[src/rtl/enc_mem_pkg.sv]
// Shared constants and types for the encoder buffer RAM arbiter.
// Client indices, geometry and the read-return tag are defined here.
package enc_mem_pkg;

    localparam int ADR_WD = 8;
    localparam int DAT_WD = 128;
    localparam int DEPTH  = 192;

    localparam logic [1:0] CLI_WR  = 2'd0;
    localparam logic [1:0] CLI_RD0 = 2'd1;
    localparam logic [1:0] CLI_RD1 = 2'd2;

    // id: 0 = reader 0, 1 = reader 1; ill marks an out-of-range access
    typedef struct packed {
        logic vld;
        logic id;
        logic ill;
    } rd_tag_t;

    function automatic logic adr_ill(input logic [ADR_WD-1:0] adr);
        return adr >= ADR_WD'(DEPTH);
    endfunction

endpackage

[src/rtl/ram_sp_arb_192x128_if.sv]
// Client and RAM-side signal bundle of the 192x128 RAM arbiter.
// Handshake: a client holds req/adr/msk/dat stable until gnt; each gnt consumes one access.
interface ram_sp_arb_192x128_if;
    import enc_mem_pkg::*;

    logic              wr_req_i;
    logic [ADR_WD-1:0] wr_adr_i;
    logic [DAT_WD-1:0] wr_msk_i;
    logic [DAT_WD-1:0] wr_dat_i;
    logic              wr_gnt_o;

    logic              rd0_req_i;
    logic [ADR_WD-1:0] rd0_adr_i;
    logic              rd0_gnt_o;
    logic              rd0_val_o;
    logic              rd1_req_i;
    logic [ADR_WD-1:0] rd1_adr_i;
    logic              rd1_gnt_o;
    logic              rd1_val_o;
    logic [DAT_WD-1:0] rd_dat_o;

    logic [ADR_WD-1:0] ram_adr_o;
    logic [DAT_WD-1:0] ram_wr_ena_o;
    logic [DAT_WD-1:0] ram_wr_dat_o;
    logic              ram_rd_ena_o;
    logic [DAT_WD-1:0] ram_rd_dat_i;

    modport slave (
        input  wr_req_i, wr_adr_i, wr_msk_i, wr_dat_i,
        input  rd0_req_i, rd0_adr_i, rd1_req_i, rd1_adr_i,
        input  ram_rd_dat_i,
        output wr_gnt_o, rd0_gnt_o, rd0_val_o, rd1_gnt_o, rd1_val_o, rd_dat_o,
        output ram_adr_o, ram_wr_ena_o, ram_wr_dat_o, ram_rd_ena_o
    );

    modport master (
        output wr_req_i, wr_adr_i, wr_msk_i, wr_dat_i,
        output rd0_req_i, rd0_adr_i, rd1_req_i, rd1_adr_i,
        output ram_rd_dat_i,
        input  wr_gnt_o, rd0_gnt_o, rd0_val_o, rd1_gnt_o, rd1_val_o, rd_dat_o,
        input  ram_adr_o, ram_wr_ena_o, ram_wr_dat_o, ram_rd_ena_o
    );

endinterface

[src/rtl/ram_sp_arb_192x128_rr_arb3.sv]
// Three-way round-robin picker: grants the first requester scanning cyclically
// from ptr, then moves ptr just past the winner.
module rr_arb3
    import enc_mem_pkg::*;
(
    input  logic       clk,
    input  logic       rst,
    input  logic [2:0] req,
    output logic [2:0] gnt,
    output logic [1:0] ptr
);

    logic [1:0] ptr_nxt;
    logic [1:0] c0, c1, c2;

    function automatic logic [1:0] nxt(input logic [1:0] p);
        case (p)
            2'd0:    return 2'd1;
            2'd1:    return 2'd2;
            default: return 2'd0;
        endcase
    endfunction

    always_ff @(posedge clk) begin
        if (rst) ptr <= CLI_WR;
        else     ptr <= ptr_nxt;
    end

    always_comb begin
        gnt     = 3'b000;
        ptr_nxt = ptr;
        // ptr never holds 3, but map it to 0 so the scan stays in range
        c0 = (ptr == 2'd3) ? 2'd0 : ptr;
        c1 = nxt(c0);
        c2 = nxt(c1);
        if      (req[c0]) gnt[c0] = 1'b1;
        else if (req[c1]) gnt[c1] = 1'b1;
        else if (req[c2]) gnt[c2] = 1'b1;

        if      (gnt[CLI_WR])  ptr_nxt = CLI_RD0;
        else if (gnt[CLI_RD0]) ptr_nxt = CLI_RD1;
        else if (gnt[CLI_RD1]) ptr_nxt = CLI_WR;
    end

endmodule

[src/rtl/ram_sp_arb_192x128.sv]
// Shares one 192x128 single-port bit-write-enable SRAM between a writer and two
// readers; drives the RAM from the grant and steers next-cycle read data back.
module ram_sp_arb_192x128
    import enc_mem_pkg::*;
(
    input  logic                        clk,
    input  logic                        rst,
    ram_sp_arb_192x128_if.slave         bus,
    output logic                        err_o,
    output logic [1:0]                  dbg_ptr
);

    logic [2:0] req;
    logic [2:0] gnt;
    logic       wr_ill, rd0_ill, rd1_ill;
    logic       acc_ill;
    rd_tag_t    tag, tag_nxt;

    // No grants while reset is held, so the RAM sees nothing during reset.
    assign req = rst ? 3'b000 : {bus.rd1_req_i, bus.rd0_req_i, bus.wr_req_i};

    rr_arb3 u_arb (
        .clk (clk),
        .rst (rst),
        .req (req),
        .gnt (gnt),
        .ptr (dbg_ptr)
    );

    assign bus.wr_gnt_o  = gnt[CLI_WR];
    assign bus.rd0_gnt_o = gnt[CLI_RD0];
    assign bus.rd1_gnt_o = gnt[CLI_RD1];

    assign wr_ill  = adr_ill(bus.wr_adr_i);
    assign rd0_ill = adr_ill(bus.rd0_adr_i);
    assign rd1_ill = adr_ill(bus.rd1_adr_i);

    always_comb begin
        bus.ram_adr_o    = '0;
        bus.ram_wr_ena_o = '0;
        bus.ram_wr_dat_o = '0;
        bus.ram_rd_ena_o = 1'b0;
        // Illegal addresses are still granted but kill the RAM strobe.
        if (gnt[CLI_WR]) begin
            bus.ram_adr_o    = bus.wr_adr_i;
            bus.ram_wr_dat_o = bus.wr_dat_i;
            bus.ram_wr_ena_o = wr_ill ? '0 : bus.wr_msk_i;
        end else if (gnt[CLI_RD0]) begin
            bus.ram_adr_o    = bus.rd0_adr_i;
            bus.ram_rd_ena_o = ~rd0_ill;
        end else if (gnt[CLI_RD1]) begin
            bus.ram_adr_o    = bus.rd1_adr_i;
            bus.ram_rd_ena_o = ~rd1_ill;
        end
    end

    always_comb begin
        tag_nxt.vld = gnt[CLI_RD0] | gnt[CLI_RD1];
        tag_nxt.id  = gnt[CLI_RD1];
        tag_nxt.ill = gnt[CLI_RD1] ? rd1_ill : rd0_ill;
    end

    assign acc_ill = (gnt[CLI_WR]  & wr_ill)
                   | (gnt[CLI_RD0] & rd0_ill)
                   | (gnt[CLI_RD1] & rd1_ill);

    always_ff @(posedge clk) begin
        if (rst) begin
            tag   <= '0;
            err_o <= 1'b0;
        end else begin
            tag <= tag_nxt;
            if (acc_ill) err_o <= 1'b1;
        end
    end

    // A read pending across a reset edge is dropped, including in the reset cycle.
    assign bus.rd0_val_o = ~rst & tag.vld & ~tag.id;
    assign bus.rd1_val_o = ~rst & tag.vld &  tag.id;
    assign bus.rd_dat_o  = (~rst & tag.vld & ~tag.ill) ? bus.ram_rd_dat_i : '0;

endmodule

[src/flat_wrapper.sv]
// flat-port wrapper written by rule: the top's interface ports become plain ports
module ram_sp_arb_192x128_flat import enc_mem_pkg::*;
  (clk, rst, err_o, dbg_ptr, bus_wr_req_i, bus_wr_adr_i, bus_wr_msk_i, bus_wr_dat_i, bus_rd0_req_i, bus_rd0_adr_i, bus_rd1_req_i, bus_rd1_adr_i, bus_ram_rd_dat_i, bus_wr_gnt_o, bus_rd0_gnt_o, bus_rd0_val_o, bus_rd1_gnt_o, bus_rd1_val_o, bus_rd_dat_o, bus_ram_adr_o, bus_ram_wr_ena_o, bus_ram_wr_dat_o, bus_ram_rd_ena_o);
  ram_sp_arb_192x128_if bus_i ();
  input  logic clk;
  input  logic rst;
  output logic err_o;
  output logic [1:0] dbg_ptr;
  input wire logic [$bits(bus_i.wr_req_i)-1:0] bus_wr_req_i;
  input wire logic [$bits(bus_i.wr_adr_i)-1:0] bus_wr_adr_i;
  input wire logic [$bits(bus_i.wr_msk_i)-1:0] bus_wr_msk_i;
  input wire logic [$bits(bus_i.wr_dat_i)-1:0] bus_wr_dat_i;
  input wire logic [$bits(bus_i.rd0_req_i)-1:0] bus_rd0_req_i;
  input wire logic [$bits(bus_i.rd0_adr_i)-1:0] bus_rd0_adr_i;
  input wire logic [$bits(bus_i.rd1_req_i)-1:0] bus_rd1_req_i;
  input wire logic [$bits(bus_i.rd1_adr_i)-1:0] bus_rd1_adr_i;
  input wire logic [$bits(bus_i.ram_rd_dat_i)-1:0] bus_ram_rd_dat_i;
  output wire logic [$bits(bus_i.wr_gnt_o)-1:0] bus_wr_gnt_o;
  output wire logic [$bits(bus_i.rd0_gnt_o)-1:0] bus_rd0_gnt_o;
  output wire logic [$bits(bus_i.rd0_val_o)-1:0] bus_rd0_val_o;
  output wire logic [$bits(bus_i.rd1_gnt_o)-1:0] bus_rd1_gnt_o;
  output wire logic [$bits(bus_i.rd1_val_o)-1:0] bus_rd1_val_o;
  output wire logic [$bits(bus_i.rd_dat_o)-1:0] bus_rd_dat_o;
  output wire logic [$bits(bus_i.ram_adr_o)-1:0] bus_ram_adr_o;
  output wire logic [$bits(bus_i.ram_wr_ena_o)-1:0] bus_ram_wr_ena_o;
  output wire logic [$bits(bus_i.ram_wr_dat_o)-1:0] bus_ram_wr_dat_o;
  output wire logic [$bits(bus_i.ram_rd_ena_o)-1:0] bus_ram_rd_ena_o;
  assign bus_i.wr_req_i = bus_wr_req_i;
  assign bus_i.wr_adr_i = bus_wr_adr_i;
  assign bus_i.wr_msk_i = bus_wr_msk_i;
  assign bus_i.wr_dat_i = bus_wr_dat_i;
  assign bus_i.rd0_req_i = bus_rd0_req_i;
  assign bus_i.rd0_adr_i = bus_rd0_adr_i;
  assign bus_i.rd1_req_i = bus_rd1_req_i;
  assign bus_i.rd1_adr_i = bus_rd1_adr_i;
  assign bus_i.ram_rd_dat_i = bus_ram_rd_dat_i;
  assign bus_wr_gnt_o = bus_i.wr_gnt_o;
  assign bus_rd0_gnt_o = bus_i.rd0_gnt_o;
  assign bus_rd0_val_o = bus_i.rd0_val_o;
  assign bus_rd1_gnt_o = bus_i.rd1_gnt_o;
  assign bus_rd1_val_o = bus_i.rd1_val_o;
  assign bus_rd_dat_o = bus_i.rd_dat_o;
  assign bus_ram_adr_o = bus_i.ram_adr_o;
  assign bus_ram_wr_ena_o = bus_i.ram_wr_ena_o;
  assign bus_ram_wr_dat_o = bus_i.ram_wr_dat_o;
  assign bus_ram_rd_ena_o = bus_i.ram_rd_ena_o;
  ram_sp_arb_192x128 u_core (.clk(clk), .rst(rst), .bus(bus_i), .err_o(err_o), .dbg_ptr(dbg_ptr));
endmodule
[config.mk]
export PLATFORM = sky130hd
export DESIGN_NAME = ram_sp_arb_192x128_flat
export DESIGN_NICKNAME = d
export VERILOG_FILES = /design/src/rtl/enc_mem_pkg.sv /design/src/rtl/ram_sp_arb_192x128_if.sv /design/src/rtl/ram_sp_arb_192x128_rr_arb3.sv /design/src/rtl/ram_sp_arb_192x128.sv /design/src/flat_wrapper.sv
export SDC_FILE = /design/constraint.sdc
export NUM_CORES = 1
export LEC_CHECK = 0
export CORE_AREA = 2 2 321 323
export CTS_CLUSTER_DIAMETER = 60
export CTS_CLUSTER_SIZE = 12
export DETAILED_ROUTE_END_ITERATION = 6
export DIE_AREA = 0 0 323 325
export GPL_TIMING_DRIVEN = 0
export SLEW_MARGIN = 40
export SYNTH_ARGS = -nofsm -noshare
export SYNTH_HDL_FRONTEND = slang
export SYNTH_SLANG_ARGS = --single-unit
[constraint.sdc]
create_clock -name clk -period 3.8 [get_ports clk]
set_input_delay 0.76 -clock clk [delete_from_list [all_inputs] [get_ports clk]]
set_output_delay 0.76 -clock clk [all_outputs]
set_load 0.005 [all_outputs]
# --- After elaboration in Yosys (flattened, before gate mapping) ---
# Cells that the tools add are included.
totals:
  ff_bits: 6
  in_bits: 413
classes:
  reduce_logical: 8
  bitwise_logic: 15
  muxes: 33
  eq_ne: 3
  n_lt_le_gt_ge: 9
ops:
  columns: ["operator", "n"]
  rows:
  - ["128-bit two-way mux", 4]
  - ["8-bit greater-or-equal comparator, second input constant", 3]
  - ["8-bit two-way mux", 3]
  - ["3-bit two-way mux", 4]
  - ["1-bit two-way mux", 11]
  - ["2-bit by 3-bit less-than comparator with 1-bit output, second input constant", 3]
  - ["2-bit one-hot mux with 2 select lines", 2]
  - ["1-bit AND", 7]
  - ["1-bit binary-select mux with 2-bit select", 3]
  - ["1-bit demux with 2-bit select", 3]
  - ["2-bit by 1-bit greater-or-equal comparator with 1-bit output, second input constant", 3]
  - ["2-bit two-way mux", 3]
  - ["1-bit NOT", 5]
  - ["2-bit by 1-bit equality test with 1-bit output, second input constant", 2]
  - ["2-bit zero test", 2]
  - ["1-bit logical AND", 3]
  - ["1-bit bitwise OR", 3]
  - ["3-bit nonzero test", 1]
  - ["2-bit equality test, second input constant", 1]
  - ["2-bit nonzero test", 1]
  - ["2-bit OR reduction", 1]

# --- Longest topological paths before layout ---
depth:
  word_depth: 16
  depth_mapped: 10
  mapped_depth_nobuf: 8

# --- Cells and area by module ---
# From an unflattened synthesis, not the netlist that was laid out.
hier_totals:
  cells_unflattened: 534
  area_unflattened_um2: 3538.4
modules_own_cells:
  columns: ["mod", "cells_each", "area_per_inst_um2", "instances", "seq_area_each_um2"]
  rows:
  - ["ram_sp_arb_192x128", 486, 3160.5, 1, 80.1]
  - ["rr_arb3", 48, 377.9, 1, 40.0]

# --- Worst setup path after synthesis ---
# No wires, ideal clock.
synth_timing:
  path_type: "flip-flop to output port"
  start: "register u_core.u_arb.ptr[1]"
  end: "output bus_ram_adr_o[4]"
  n_path_buf: 2
  t_arrival_ns: 2.250
  path_stages_with_launch: 10
  slack_ns: 0.790
  cell_sequence: "dfxtp_1 -> inv_1 -> ha_1 -> buf_4 -> mux2i_1 -> o21ai_2 -> mux2i_2 -> buf_2 -> mux2_2 -> mux2_2"
synth_via:
  elab_chain_cells: 16
  word_cells_on_any_way: 35
synth_lines:
  columns: ["item", "line_no", "source"]
  rows:
  - ["from (decl)", "ram_sp_arb_192x128_rr_arb3.sv:10", "output logic [1:0] ptr"]
  - ["from (signal assigned)", "ram_sp_arb_192x128_rr_arb3.sv:26", "else ptr <= ptr_nxt;"]
  - ["2-bit equality test", "ram_sp_arb_192x128_rr_arb3.sv:33", "c0 = (ptr == 2'd3) ? 2'd0 : ptr;"]
  - ["2-bit two-way mux (*)", "ram_sp_arb_192x128_rr_arb3.sv:33", null]
  - ["2-bit by 1-bit equality test with 1-bit output or 2-bit zero test (tied branches)", "ram_sp_arb_192x128_rr_arb3.sv:17", "case (p)"]
  - ["2-bit one-hot mux with 2 select lines", "ram_sp_arb_192x128_rr_arb3.sv:17", null]
  - ["2-bit by 1-bit equality test with 1-bit output or 2-bit zero test (tied branches)", "ram_sp_arb_192x128_rr_arb3.sv:17", null]
  - ["2-bit one-hot mux with 2 select lines", "ram_sp_arb_192x128_rr_arb3.sv:17", null]
  - ["2-bit by 3-bit less-than comparator with 1-bit output (implied by the code) or 2-bit by 1-bit greater-or-equal comparator with 1-bit output (tied branches)", "ram_sp_arb_192x128_rr_arb3.sv:38", "else if (req[c2]) gnt[c2] = 1'b1;"]
  - ["1-bit logical AND (implied by the code)", "ram_sp_arb_192x128_rr_arb3.sv:38", null]
  - ["1-bit two-way mux (implied by the code)", "ram_sp_arb_192x128_rr_arb3.sv:38", null]
  - ["1-bit demux with 2-bit select", "ram_sp_arb_192x128_rr_arb3.sv:38", null]
  - ["3-bit two-way mux", "ram_sp_arb_192x128_rr_arb3.sv:38", null]
  - ["3-bit two-way mux", "ram_sp_arb_192x128_rr_arb3.sv:37", "else if (req[c1]) gnt[c1] = 1'b1;"]
  - ["3-bit two-way mux (*)", "ram_sp_arb_192x128_rr_arb3.sv:36", "if (req[c0]) gnt[c0] = 1'b1;"]
  - ["8-bit two-way mux", "ram_sp_arb_192x128.sv:51", "end else if (gnt[CLI_RD1]) begin"]
  - ["8-bit two-way mux", "ram_sp_arb_192x128.sv:48", "end else if (gnt[CLI_RD0]) begin"]
  - ["8-bit two-way mux (*)", "ram_sp_arb_192x128.sv:44", "if (gnt[CLI_WR]) begin"]
  - ["to (decl)", "flat_wrapper.sv:24", "output wire logic [$bits(bus_i.ram_adr_o)-1:0] bus_ram_adr_o;"]
# Mark *: on every way between the ends. The rest lies on a longest branch, timed or not. The select of a mux whose other input is x is not followed.

# --- Final worst setup path ---
layout_timing:
  start: "register u_core.u_arb.ptr[1]"
  end: "output bus_ram_adr_o[3]"
# Same word-level chain as after synthesis.

==> results.cfg <==
[route]
vias_per_cell = 2.57
top_layer_used = met5
drc = 0
drt-met1-wl_mm = 23.5
wire_per_inst_um = 25.8
drt_iter0_drc = 231
dr.pass1.iters = 4
vias = 7035
drt.antenna.violating_nets = 0
wl_met3_mm = 13.9
wl_met2_mm = 32.6
routed_wl_mm = 70.5

[logic_synthesis]
synth_nets = 946
yosysSeqAreaShare_pct = 3.47
postSynth.asyncResetShare_pct = 0
ys_warn_count = 0
yosysTopAreaCell = and2_1
synth_area_um2 = 3460
synthCells = 529
ys_types = 37
synth-main-ff-cell = dfxtp_1
synth-edff-count = 0
ys_seq_elements = 6
avgSynthCellArea_um2 = 6.55
synth_top_area_share_pct = 69.7
synth_area_leaders = and2_1 70%, mux2_2 5.2%, buf_2 3.8%, dfxtp_1 3.5%, clkbuf_1 2.3%

[die]
start_util_pct = 3.42
rows = 117
io_pins = 814
die_w_um = 323
die_h_um = 325
design.core.area_um2 = 101000
die_area_um2 = 105000

[clocking]
numCtsBuffers = 3
cts-root-buf = clkbuf_16
clock_latency_ns = 0.23
path_clk_slew_ns = 0.03
clock_path_buffers = 2
h-tree-depth = 1
holdBufCountCts = 0
tritoncts = built
clock-sinks = 6

[final_layout]
fin_cells = 2736
seq_area_um2 = 123
multi_input_area_um2 = 3140
drive_gt1_share_pct = 10.3
final_area_um2 = 13600
nFillCells = 11700
finalNetCount = 1777
syn_to_final_growth_pct = 292

[worst_setup_path]
end_kind = output port
crit_buf_inv = 5
rr_worst_depth = 12
r2r-start = u_core.u_arb.ptr[0]
path_cells = inv_1 -> ha_1 -> buf_4 -> mux2i_1 -> o21ai_2 -> buf_4 -> mux2i_4 -> buf_6 -> mux2_2 -> mux2_2 -> clkdlybuf4s50_1
r2r-end = u_core.u_arb.ptr[0]
path_max_fanout = 10
cp-start-kind = register
arrival_ns = 2.91
cp_slowest_stage_delay_ns = 0.44
critPathTopFamily = multiplexers
critPathSlowestCell = clkdlybuf4s50_1
crit_required_ns = 3.04
r2r_slack_ns = 1.42
critical_path_class = register to output port

[grt]
grt_util_all_layers_pct = 12.8
grt_max_degree = 11
grt_overflow_total = 0
antenna_found_initial = 31
grt_pass1_vias = 7216
grt_pass1_wl_mm = 85.4

[power]
powerDensity_nw_per_um2 = 388
p_total_mw = 5.27
p_int_mw = 2.69
power_frac_seq_pct = 2.1
combPwrFrac_pct = 94.7
ir_drop_uv = 185
static-leakage-power_nw = 5.56
clkPwrFrac_pct = 3.2
switching_share_pct = 49.0
p_sw_mw = 2.58

[placed_design]
place.gp.congestion = 0.890
dp_cells = 2711
port_buffers = 813
dp_hpwl_mm = 66.5
dp_slack_ns = -1.07
place_area_um2 = 13300

[hold_path]
hold_path.class = register to register
hold_depth = 2
hold_path_end = u_core.u_arb.ptr[1]
hp-start = u_core.u_arb.ptr[1]

[job]
drv_cap = 0

[sta]
setup_viol = 0
timing.fmax_mhz = 272
min_period_over_period_pct = 96.6
grt_setup_unrepaired = yes
hold_violations = 0
slew_headroom_pct = 72.1
period_needed_ns = 3.67
drv_slew = 0
max_slew.worst_pin.slew_ns = 0.418
fin_skew_ns = 0.00276
setup_ws_ns = 0.129

[outcome]
status = finished, final reports clean
==> cell usage in the layout (no fill, tap or decap), drive strengths merged, types with 6 or more instances in the layout <==
master,Yosys,final
buf,28,41
dlygate4sd2,0,163
mux2,16,16
and2,386,386
dfxtp,6,6
diode,0,10
clkbuf,21,28
nor3b,9,9
clkdlybuf4s50,0,584
nor2b,10,10
clkdlybuf4s15,0,60
==> sequential cells by signal (all words and copies together), names as in the netlist <==
name              cells
u_core.err_o          1
u_core.tag            3
u_core.u_arb.ptr      2
==> power groups by stage <==
stage	Sequential [mW]	Combinational (mW)	Clock (mW)
after CTS	0.109	5.16	0.172
final	0.111	4.99	0.168
after floorplan	0.104	1.49	0
after global placement	0.107	5.26	0
after global routing	0.116	5.46	0.176
after detailed placement	0.108	5.29	0
==> worst reg2reg max path, stage by stage, from the launching register on <==
cell	delay (ns)
dfxtp_2	0.34
inv_2	0.06
ha_2	0.17
buf_6	0.13
mux2i_1	0.19
o31ai_1	0.08
a222oi_1	0.35
buf_4	0.19
nor2_4	0.05
buf_16	0.16
buf_8	0.17
buf_6	0.17
o21a_1	0.18
==> worst max path at each step <==
stage                              from                    end  slack, ns  depth (start not counted)
floorplan           u_core.u_arb.ptr[1]       bus_ram_adr_o[4]       0.79                          9
global placement          bus_rd0_req_i  bus_ram_wr_dat_o[123]      -2.00                          9
detailed placement                  rst       bus_rd_dat_o[70]      -1.07                          9
CTS                                 rst   bus_ram_wr_dat_o[32]     -0.001                         10
global route        u_core.u_arb.ptr[0]       bus_ram_adr_o[1]    -0.0006                         12
finish              u_core.u_arb.ptr[1]       bus_ram_adr_o[3]       0.13                         11
==> logic make-up after synthesis <==
group	share of synthesized area [%]
and+or+nand+nor	77.9
buffers and inverters	7.23
muxes	6.47
AOI/OAI and AO/OA	3.50
DFF	3.47
adders and majority gates	1.45
==> layout make-up <==
type / count / area share (%)
well taps: 1368 / 12.6
flip-flops and latches: 6 / 0.903
diodes: 10 / 0.184
inverters: 6 / 0.193
plain buffers: 49 / 2.76
multi-input cells: 468 / 23.1
repair buffers: 826 / 59.7
clock buffers: 3 / 0.553
==> synth_stat cells, drive strengths merged (2+ instances only) <==
master / number
and2: 386
buf: 28
clkbuf: 21
mux2: 16
nor2b: 10
nor3b: 9
dfxtp: 6
inv: 6
ha: 4
mux2i: 4
nand3: 4
nor2: 4
nand2: 3
nand3b: 3
o21ai: 3
a21oi: 2
and2b: 2
and3: 2
nor3: 2
o211ai: 2
==> metal layers <==
metal  vias up  track usage (%)
li1       3290                -
met1      3197             12.4
met2       490             21.4
met3        50             10.8
met4         8             1.32
met5         -                0
==> stage by stage <==
| step | setup TNS, ns | hold slack (ns) | util (%) |
|---|---|---|---|
| 2_1_floorplan | 0 | 0.554 | - |
| 3_3_place_gp | -457.73 | 0.573 | 13.1 |
| 3_5_place_dp | -311.52 | 0.592 | 13.2 |
| 4_1_cts | -0.00167 | 0.637 | 13.4 |
| 5_1_grt | -0.000635 | 0.681 | 13.4 |
| 6_report | 0 | 0.603 | 13.4 |
==> repair_timing <==
item                                    4_1_cts  5_1_grt
endpoints found under the setup margin      395      350
gates cloned                                  0        0
buffers inserted                             10        2
pin swaps                                     5        2
gates resized for setup                     390       15
Power figures use the tool's default switching activity.
